==> config.mk <==
export PLATFORM = sky130hd
export DESIGN_NAME = seq_divider
export DESIGN_NICKNAME = d
export VERILOG_FILES = /design/src/rtl/seq_divider.sv
export SDC_FILE = /design/constraint.sdc
export NUM_CORES = 1
export LEC_CHECK = 0
export CAP_MARGIN = 0
export CORE_ASPECT_RATIO = 0.6
export CORE_MARGIN = 4
export CORE_UTILIZATION = 50
export CTS_CLUSTER_SIZE = 40
export DETAILED_ROUTE_END_ITERATION = 12
export PLACE_DENSITY = 0.72
export SLEW_MARGIN = 20
export SYNTH_ARGS = -nofsm -noshare
export SYNTH_HDL_FRONTEND = slang
export SYNTH_SLANG_ARGS = --single-unit
==> constraint.sdc <==
create_clock -name clk -period 9 [get_ports clk]
set_input_delay 1.8 -clock clk [delete_from_list [all_inputs] [get_ports clk]]
set_output_delay 1.8 -clock clk [all_outputs]
set_load 0.02 [all_outputs]
==> src/rtl/seq_divider.sv <==
// seq_divider: multi-cycle radix-2 restoring divider, signed/unsigned per op, valid/ready on both sides
module seq_divider #(
  parameter int WIDTH = 32
) (
  input  logic             clk,
  input  logic             rst,
  input  logic             in_valid,
  output logic             in_ready,
  input  logic [WIDTH-1:0] dividend,
  input  logic [WIDTH-1:0] divisor,
  input  logic             s,
  output logic             out_valid,
  input  logic             out_ready,
  output logic [WIDTH-1:0] quotient,
  output logic [WIDTH-1:0] remainder,
  output logic             error
);
  localparam int CW = $clog2(WIDTH);
  localparam logic [WIDTH-1:0] MIN = {1'b1, {(WIDTH-1){1'b0}}};
  typedef enum logic [1:0] {IDLE, BUSY, FIX, DONE} state_t;
  state_t state, next;
  logic [CW-1:0] counter;
  logic neg_q, neg_r, div_zero, overflow, fits;
  logic [WIDTH-1:0] dvd, dvs, rem, trial;
  logic [WIDTH:0] shifted;
  assign in_ready = state == IDLE;
  assign out_valid = state == DONE;
  assign div_zero = divisor == '0;
  assign overflow = s && dividend == MIN && divisor == '1;
  // shifted keeps the bit pushed out of rem so divisors above half range still compare correctly
  assign shifted = {rem, dvd[WIDTH-1]};
  assign fits = shifted >= {1'b0, dvs};
  assign trial = shifted[WIDTH-1:0] - dvs;
  // state register
  always_ff @(posedge clk or posedge rst)
    if (rst) state <= IDLE;
    else state <= next;
  // next-state: special cases bypass the iteration and go straight to DONE
  always_comb begin
    next = state;
    case (state)
      IDLE: if (in_valid) next = (div_zero || overflow) ? DONE : BUSY;
      BUSY: if (counter == CW'(WIDTH-1)) next = FIX;
      FIX: next = DONE;
      DONE: if (out_ready) next = IDLE;
      default: next = IDLE;
    endcase
  end
  // datapath: latch magnitudes on accept, one restoring step per BUSY edge, sign fix-up in FIX
  always_ff @(posedge clk or posedge rst)
    if (rst) begin
      counter <= '0;
      neg_q <= 1'b0;
      neg_r <= 1'b0;
      dvd <= '0;
      dvs <= '0;
      rem <= '0;
      quotient <= '0;
      remainder <= '0;
      error <= 1'b0;
    end else begin
      case (state)
        IDLE: if (in_valid) begin
          neg_q <= s && (dividend[WIDTH-1] ^ divisor[WIDTH-1]);
          neg_r <= s && dividend[WIDTH-1];
          dvd <= (s && dividend[WIDTH-1]) ? -dividend : dividend;
          dvs <= (s && divisor[WIDTH-1]) ? -divisor : divisor;
          rem <= '0;
          counter <= '0;
          error <= div_zero;
          if (div_zero) begin
            quotient <= '1;
            remainder <= dividend;
          end else if (overflow) begin
            quotient <= MIN;
            remainder <= '0;
          end
        end
        BUSY: begin
          rem <= fits ? trial : shifted[WIDTH-1:0];
          dvd <= {dvd[WIDTH-2:0], fits};
          counter <= counter + 1'b1;
        end
        FIX: begin
          quotient <= neg_q ? -dvd : dvd;
          remainder <= neg_r ? -rem : rem;
        end
        default: ;
      endcase
    end
endmodule

==> impl_metrics.ini, run 1 <==
[setup_path]
cp_cell_sequence = clkdlybuf4s50_1, or4_1, nor3_1, nand4_1, or4_1, nand2_1, a31oi_4, buf_4, a211oi_1, a21o_1
critPathArrivalTime_ns = 5.66
crit_slowest_cell = or4_1
crit_top_cell = or4_1
critical-path-max-stage-delay_ns = 0.84
cp.depth = 10
start_kind = primary input
worstSetupEndpointType = register
crit_type = in -> reg
cp.buffers_inverters = 2
worst_ep_required_time_ns = 9.39
reg2regPathDepth = 10
path_max_fanout = 78
worst_path_dominant_cell_family = simple AND/OR/NAND/NOR gates

[logic_synthesis]
synth_area_per_cell_um2 = 8.38
ys.flop_type = dfrtp_1
yosysWarnings = 0
ys_seq_area_frac = 0.362
syn_area_mm2 = 0.0118
synth_edf_count = 0
ys_seq_elements = 170
synthArstFlopShare = 1.00
syn-num-nets = 1517
syn_inst = 1404
synth_cell_type_count = 64

[min_path]
min_path_cells = 1
hp-class = reg -> reg

[sta]
finalCriticalPeriod_ns = 5.27
relSlewSlack = 0.311
setup_viol = 0
maxSlewViolCount = 0
post-route-period-util = 0.586
rsz0062_at_grt = no
hold_viol = 0
clock-skew-final_ns = 0.00929
tns_ns = 0
worst_slack_ns = 3.73
tightestPinTransition_ns = 1.03
fmax_ghz = 0.190

[clock_tree]
cts-resized-gates = 0
cts_tree = done
hold_buffers = 0
clock_sinks = 170
clkLatencyLatePin_ns = 0.45
cts_root_buf = clkbuf_16
post_cts_buffers = 0
clock_path_buffers = 2
path_clk_slew_ns = 0.07
htreeDepth = 4
cts_made_buffers = 17

[power]
powerDensity_mw_per_mm2 = 409
ir_worst_vdd_v = 0.000204
leakagePower_nw = 5.94
p_total_mw = 5.72

[die]
die_area_mm2 = 0.0261
initial_utilization = 0.509
core_area_mm2 = 0.0231
die-width_um = 206
dieHeight_um = 127
rows = 43
io_pins = 136

[place]
io_buffers = 135
dp_cells = 1784
pre_cts_slack_ns = 3.31
hpwl_mm = 25.1
gp_congestion = 0.927

[finish]
layout.nets = 1601
fillers = 2062
diodes = 0
final_common_cell = nand2_1
ff_latch_area_mm2 = 0.00425
multi_input_comb_area_mm2 = 0.00698
drive_above_1_share = 0.0440
layout_common_cells = nand2_1 (174), dfrtp_1 (170), o21ai_0 (164), clkdlybuf4s50_1 (135), a21oi_1 (100)
syn_to_final_growth_pct = 18.7
finalCoreUtilization = 0.604
instances_no_fill = 1816

[global_routing]
grt_pass1_vias = 10100
grt_first_pass_wirelength_mm = 54.5
grt-ovfl-total = 0
track_usage = 0.261
antenna_found_initial = 0
grt_max_degree = 82

[routing]
wl_per_cell_um = 18.8
drt_iter0_drc = 1070
drt_wl_total_mm = 34.1
num_vias = 11000
drcViolationCount = 0
dr.pass1.iters = 5
drtAntennaViolNets = 0
viasPerCell = 6.04

[run]
max_cap_violations = 0

[outcome]
outcome = finished clean
kinds of logic (layout without fill, tap and decap cells):
family,after synthesis,after routing,synth area share
XOR/XNOR,142,142,0.106
flip-flops,170,170,0.362
buffers and inverters,146,243,0.0488
adder cells (fa/ha/maj),44,44,0.0474
multiplexers,27,27,0.0230
AND/OR/NAND/NOR,401,401,0.164
AO/OA/AOI/OAI,474,474,0.249
final cells by class:
cell class,instances,share of cell area
inverter,65,0.0178
sequential,170,0.305
timing repair buffer,146,0.103
tap,315,0.0282
clock buffer,17,0.0305
clock inverter,15,0.0168
multi-input combinational,1088,0.499
registers in the layout (all words and copies together), names as in the netlist:
register	cells
error	1
neg_q	1
dvd	32
neg_r	1
dvs	32
quotient	32
counter	5
state	2
remainder	32
rem	32
worst reg2reg max path: cells and delay by family, from the launching register on:
family / cells / cell delay (ns)
compound gates: 5 / 1.80
fa+ha+maj: 1 / 0.45
buf+inv: 1 / 0.29
flops: 1 / 0.49
simple gates: 3 / 0.74
per-layer routing:
layer | GRT usage | share of wire | vias to the layer above
li1 | - | - | 5225
met1 | 0.425 | 0.50 | 5267
met2 | 0.347 | 0.40 | 450
met3 | 0.0608 | 0.084 | 35
met4 | 0.0536 | 0.013 | 0
met5 | 0 | 0 | -
synthesized netlist by cell type (4+ instances only):
cell | n | area [µm²]
buf_2 | 9 | 45.0
and3_1 | 5 | 31.3
nand3_1 | 20 | 100
nor4_1 | 9 | 56.3
nor2_1 | 62 | 233
clkbuf_1 | 61 | 229
inv_1 | 65 | 244
nor3_1 | 24 | 120
mux2i_1 | 27 | 270
a22oi_1 | 21 | 158
a31oi_1 | 13 | 81.3
a211oi_1 | 27 | 203
o21a_1 | 4 | 30.0
nor3b_1 | 14 | 105
a21o_1 | 33 | 248
ha_1 | 43 | 538
or4_1 | 15 | 113
nand4_1 | 14 | 87.6
or3_1 | 19 | 119
o31ai_1 | 28 | 210
a21oi_1 | 100 | 500
dfrtp_1 | 170 | 4250
o21ai_0 | 164 | 821
xor2_1 | 68 | 596
xnor2_1 | 74 | 648
nand2b_1 | 13 | 81.3
nand3b_1 | 4 | 30.0
o21ai_1 | 21 | 105
o211ai_1 | 6 | 45.0
and2_1 | 4 | 25.0
buf_1 | 9 | 33.8
o41ai_1 | 15 | 131
nor2b_1 | 11 | 68.8
a32oi_1 | 8 | 70.1
nand2_1 | 175 | 657
where the power goes:
group	switching [mW]	internal [mW]	total (mW)
clock	0.344	0.499	0.844
combinational	2.03	1.36	3.39
sequential	0.389	1.10	1.49
total	2.76	2.96	5.72
final timing paths:
kind / from / end / slack [ns]
worst max-delay path: divisor[6] / quotient[2] / 3.73
worst min-delay path: quotient[8] / quotient[8] / 0.48
worst max register to register: rem[8] / rem[18] / 5.15
worst min register to register: quotient[8] / quotient[8] / 0.48
max in group asynchronous: rst / rem[17] / 6.01
min in group asynchronous: rst / quotient[24] / 1.79
metrics by stage:
step	area, µm²	hold WS [ns]
floorplan	11800	0.450
global placement	13300	0.462
detailed placement	13300	0.466
CTS	14000	0.482
global route	14000	0.500
finish	14000	0.478
Note: power is estimated with default switching activity, not from simulation.
==> run 2: changes to the inputs <==
--- a/config.mk
+++ b/config.mk
@@ -11,7 +11,7 @@
 export CORE_UTILIZATION = 50
 export CTS_CLUSTER_SIZE = 40
 export DETAILED_ROUTE_END_ITERATION = 12
-export PLACE_DENSITY = 0.72
+export PLACE_DENSITY = 0.75
 export SLEW_MARGIN = 20
 export SYNTH_ARGS = -nofsm -noshare
 export SYNTH_HDL_FRONTEND = slang
==> constraint.sdc (replaced) <==
create_clock -name clk -period 4.8 [get_ports clk]
set_input_delay 0.96 -clock clk [delete_from_list [all_inputs] [get_ports clk]]
set_output_delay 0.96 -clock clk [all_outputs]
set_load 0.02 [all_outputs]
==> run 2 against run 1 <==
  * Sequential cell count stayed put
  * Combinational power is 90% higher
  * Clock-buffer cell count is 2 higher
  * Worst hold slack worse by 0.0023 ns
  * Final cell count is 0.61% higher
  * Critical endpoint is now quotient[19]
  * Largest power group unchanged
  * Highest routed layer unchanged
==> impl_metrics.ini, run 2 (same netlist as run 1, synthesis figures left out) <==
[die]
die_area_mm2 = 0.0261
rows = 43
dieHeight_um = 127
core_area_mm2 = 0.0231
initial_utilization = 0.509
io_pins = 136
die-width_um = 206

[finish]
ff_latch_area_mm2 = 0.00425
instances_no_fill = 1827
multi_input_comb_area_mm2 = 0.00698
final_common_cell = nand2_1
fillers = 2067
diodes = 0
drive_above_1_share = 0.0503
layout.nets = 1612
layout_common_cells = nand2_1 (174), dfrtp_1 (170), o21ai_0 (164), clkdlybuf4s50_1 (135), a21oi_1 (100)
syn_to_final_growth_pct = 18.9

[sta]
relSlewSlack = 0.287
clock-skew-final_ns = 0.00779
rsz0062_at_grt = no
post-route-period-util = 0.849
tns_ns = 0
setup_viol = 0
fmax_ghz = 0.245
hold_viol = 0
finalCriticalPeriod_ns = 4.07
worst_slack_ns = 0.726
tightestPinTransition_ns = 1.07
maxSlewViolCount = 0

[global_routing]
grt_first_pass_wirelength_mm = 56.3
grt_max_degree = 68
antenna_found_initial = 1
grt_pass1_vias = 10300
track_usage = 0.269
grt-ovfl-total = 0

[routing]
drcViolationCount = 0
num_vias = 11100
drt_wl_total_mm = 35.0
viasPerCell = 6.05
dr.pass1.iters = 6
drtAntennaViolNets = 0
wl_per_cell_um = 19.2
drt_iter0_drc = 1124

[setup_path]
timing.rr.start = rem[8]
worstSetupEndpointType = register
cp_cell_sequence = clkdlybuf4s50_1, or4_1, nor4_1, nand4_1, or4_1, buf_4, nor2b_1, buf_4, a211oi_1, a21o_1
r2r_slack_ns = 0.83
worst_path_dominant_cell_family = simple AND/OR/NAND/NOR gates
reg2regPathDepth = 10
critPathArrivalTime_ns = 4.45
critical-path-max-stage-delay_ns = 0.62
r2r_end = rem[5]
cp.buffers_inverters = 3
crit_slowest_cell = or4_1
crit_type = in -> reg
start_kind = primary input
path_max_fanout = 20
worst_ep_required_time_ns = 5.18

[place]
pre_cts_slack_ns = 0.352
gp_congestion = 0.933
dp_cells = 1795
hpwl_mm = 26.1
io_buffers = 135

[power]
powerDensity_mw_per_mm2 = 763
ir_worst_vdd_v = 0.000385
p_total_mw = 10.7
leakagePower_nw = 5.96

[clock_tree]
clock_sinks = 170
clock_path_buffers = 2
htreeDepth = 4
path_clk_slew_ns = 0.06
cts_root_buf = clkbuf_16
cts_tree = done
cts-resized-gates = 0
post_cts_buffers = 0
hold_buffers = 0
cts_made_buffers = 17
clkLatencyLatePin_ns = 0.44

[min_path]
hold_start = quotient[18]
min_path_cells = 1
hp-class = reg -> reg
hold_end = quotient[18]

[outcome]
outcome = finished clean

[run]
max_cap_violations = 0
[run 2: worst max-delay path by stage]
stage               slack [ns]            end         from  cells past startpoint
floorplan                 1.35  remainder[27]   divisor[6]                     11
global route              0.55         rem[0]       rem[9]                      9
CTS                       0.80   quotient[19]  divisor[19]                     10
finish                    0.73   quotient[19]  divisor[19]                     10
detailed placement        0.35    quotient[6]  divisor[19]                     10
global placement          0.62  remainder[27]  divisor[19]                     10
[run 2: final cells by class]
type	instances	share of cell area
Tap cell	315	0.0282
Multi-Input combinational cell	1088	0.499
Sequential cell	170	0.304
Inverter	65	0.0177
Clock inverter	13	0.0104
Timing Repair Buffer	157	0.108
Clock buffer	19	0.0324
[run 2: power breakdown]
group | total [mW] | switching [mW] | internal, mW | leakage (nW)
combinational | 6.43 | 3.84 | 2.60 | 3.45
clock | 1.42 | 0.623 | 0.797 | 0.286
sequential | 2.83 | 0.770 | 2.06 | 2.22
[run 2: stage by stage]
step	util	hold slack [ns]	area (µm²)
after floorplan	-	0.450	11800
after global placement	0.579	0.462	13400
after detailed placement	0.579	0.465	13400
after CTS	0.604	0.480	14000
after global routing	0.605	0.494	14000
final	0.605	0.476	14000
[run 2: per-layer routing]
layer	wire (µm)	global-route usage	share of wire
met1	16900	0.429	0.48
met2	14400	0.371	0.41
met3	3320	0.0669	0.095
met4	388	0.0473	0.011
met5	0	0	0
==> run 3: changes to the inputs <==
--- a/config.mk
+++ b/config.mk
@@ -11,7 +11,7 @@
 export CORE_UTILIZATION = 50
 export CTS_CLUSTER_SIZE = 40
 export DETAILED_ROUTE_END_ITERATION = 12
-export PLACE_DENSITY = 0.75
+export PLACE_DENSITY = 0.72
 export SLEW_MARGIN = 20
 export SYNTH_ARGS = -nofsm -noshare
 export SYNTH_HDL_FRONTEND = slang
==> constraint.sdc (replaced) <==
create_clock -name clk -period 4.2 [get_ports clk]
set_input_delay 0.84 -clock clk [delete_from_list [all_inputs] [get_ports clk]]
set_output_delay 0.84 -clock clk [all_outputs]
set_load 0.02 [all_outputs]
==> run 3 against run 2 <==
  * Global-route usage decreased by 0.39 points
  * Setup slack got worse by 0.48 ns
  * Non-clock buffer count increased by 9
  * Via count decreased by 0.88%
  * Worst hold slack got worse by 0.00060 ns
  * Sequential share of layout area decreased by 0.26 points
  * Power increased by 14%
  * Register-to-register slack got worse by 0.58 ns
  * Clock skew increased by 0.0034 ns
  * Die area unchanged
  * First-iteration DRC count decreased by 7.4%
  * Critical path type is now reg -> reg
  * Largest cell class unchanged
  * Largest power group unchanged
  * Highest routed layer unchanged
==> impl_metrics.ini, run 3 (same netlist as run 1, synthesis figures left out) <==
[outcome]
outcome = finished clean

[die]
die_area_mm2 = 0.0261
core_area_mm2 = 0.0231
rows = 43
io_pins = 136
initial_utilization = 0.509
dieHeight_um = 127
die-width_um = 206

[setup_path]
start_kind = register
r2r_slack_ns = 0.25
cp.buffers_inverters = 0
reg2regPathDepth = 9
r2r_end = rem[20]
critical-path-max-stage-delay_ns = 0.53
cp_cell_sequence = ha_1, nand3_1, nor2_1, a21boi_0, o2111ai_1, a2111o_1, a21o_1, nand2b_1, o21ai_0
crit_type = reg -> reg
worstSetupEndpointType = register
timing.rr.start = rem[8]
worst_ep_required_time_ns = 4.55
crit_slowest_cell = a21boi_0
critPathArrivalTime_ns = 4.30
path_max_fanout = 15
worst_path_dominant_cell_family = compound AO/OA/AOI/OAI gates

[sta]
post-route-period-util = 0.940
hold_viol = 0
relSlewSlack = 0.341
rsz0062_at_grt = no
finalCriticalPeriod_ns = 3.95
fmax_ghz = 0.253
worst_slack_ns = 0.251
tightestPinTransition_ns = 0.988
clock-skew-final_ns = 0.0112
maxSlewViolCount = 0
setup_viol = 0

[global_routing]
antenna_found_initial = 0
grt-ovfl-total = 0
grt_first_pass_wirelength_mm = 55.5
grt_pass1_vias = 10200
track_usage = 0.266
grt_max_degree = 99

[finish]
final_common_cell = nand2_1
multi_input_comb_area_mm2 = 0.00698
drive_above_1_share = 0.0552
layout.nets = 1621
layout_common_cells = nand2_1 (174), dfrtp_1 (170), o21ai_0 (164), clkdlybuf4s50_1 (135), a21oi_1 (100)
fillers = 2099
ff_latch_area_mm2 = 0.00425
syn_to_final_growth_pct = 19.9
finalCoreUtilization = 0.610

[routing]
drt_iter0_drc = 1041
num_vias = 11000
dr.pass1.iters = 5
drtAntennaViolNets = 0
drcViolationCount = 0
viasPerCell = 5.96
wl_per_cell_um = 18.8
drt_wl_total_mm = 34.5

[clock_tree]
post_cts_buffers = 0
clock_path_buffers = 2
path_clk_slew_ns = 0.07
cts-resized-gates = 0
cts_tree = done
htreeDepth = 4
cts_made_buffers = 17
hold_buffers = 0
cts_root_buf = clkbuf_16
clock_sinks = 170
clkLatencyLatePin_ns = 0.44

[power]
p_int_mw = 6.27
power_frac_comb = 0.603
clockPowerShare = 0.134
powerDensity_mw_per_mm2 = 861
leakagePower_nw = 6.02
p_total_mw = 12.2
ir_worst_vdd_v = 0.000428
p_sw_mw = 5.88
seqPwrFrac = 0.263
switching_share = 0.484

[min_path]
min_path_cells = 1
hold_end = quotient[3]
hp-class = reg -> reg
hold_start = quotient[3]

[place]
gp_congestion = 0.956
io_buffers = 135
pre_cts_slack_ns = -0.0172
hpwl_mm = 26.1

[run]
max_cap_violations = 0
run 3: cell count changes in the layout (fill, tap and decap cells not counted), sizes merged:
cell / change
buf: +9
clkbuf: +3
clkinv: -3
diode: +1
run 3: worst max-delay path by stage:
stage	from	endpoint	slack, ns	cells after the start
2_1_floorplan	divisor[6]	remainder[27]	0.87	11
3_3_place_gp	divisor[19]	quotient[13]	0.19	10
4_1_cts	rem[8]	dvd[0]	0.40	10
5_1_grt	rem[8]	rem[0]	0.1	9
3_5_place_dp	divisor[19]	quotient[10]	-0.02	10
6_report	rem[8]	rem[20]	0.25	9
run 3: cell type report:
| cell class | instances | area share |
|---|---|---|
| Antenna cell | 1 | 0.000177 |
| Multi-Input combinational cell | 1088 | 0.495 |
| Tap cell | 315 | 0.0279 |
| Sequential cell | 170 | 0.301 |
| Inverter | 65 | 0.0176 |
| Timing Repair Buffer | 166 | 0.116 |
| Clock buffer | 22 | 0.0343 |
| Clock inverter | 10 | 0.00816 |
run 3: power by group through the flow:
stage | clock network, mW | logic (mW) | registers [mW]
6_report | 1.63 | 7.32 | 3.20
2_1_floorplan | 0 | 5.05 | 3.20
4_1_cts | 1.65 | 7.24 | 3.18
5_1_grt | 1.72 | 8.12 | 3.31
3_5_place_dp | 0 | 7.18 | 3.20
3_3_place_gp | 0 | 7.02 | 3.18
run 3: routing by layer:
| metal | up-vias | GRT usage | share of wire |
|---|---|---|---|
| li1 | 5244 | - | - |
| met1 | 5244 | 0.430 | 0.50 |
| met2 | 437 | 0.349 | 0.39 |
| met3 | 30 | 0.0687 | 0.095 |
| met4 | 0 | 0.0594 | 0.015 |
| met5 | - | 0 | 0 |
run 3: metrics by stage:
step                      setup TNS (ns)  hold slack (ns)  area [µm²]  instances
final                                  0            0.475       14100       1837
after global routing                   0            0.498       14100       1836
after CTS                              0            0.479       14100       1836
after detailed placement         -0.0199            0.465       13500       1804
after floorplan                        0            0.450       11800       1404
after global placement                 0            0.463       13500       1804
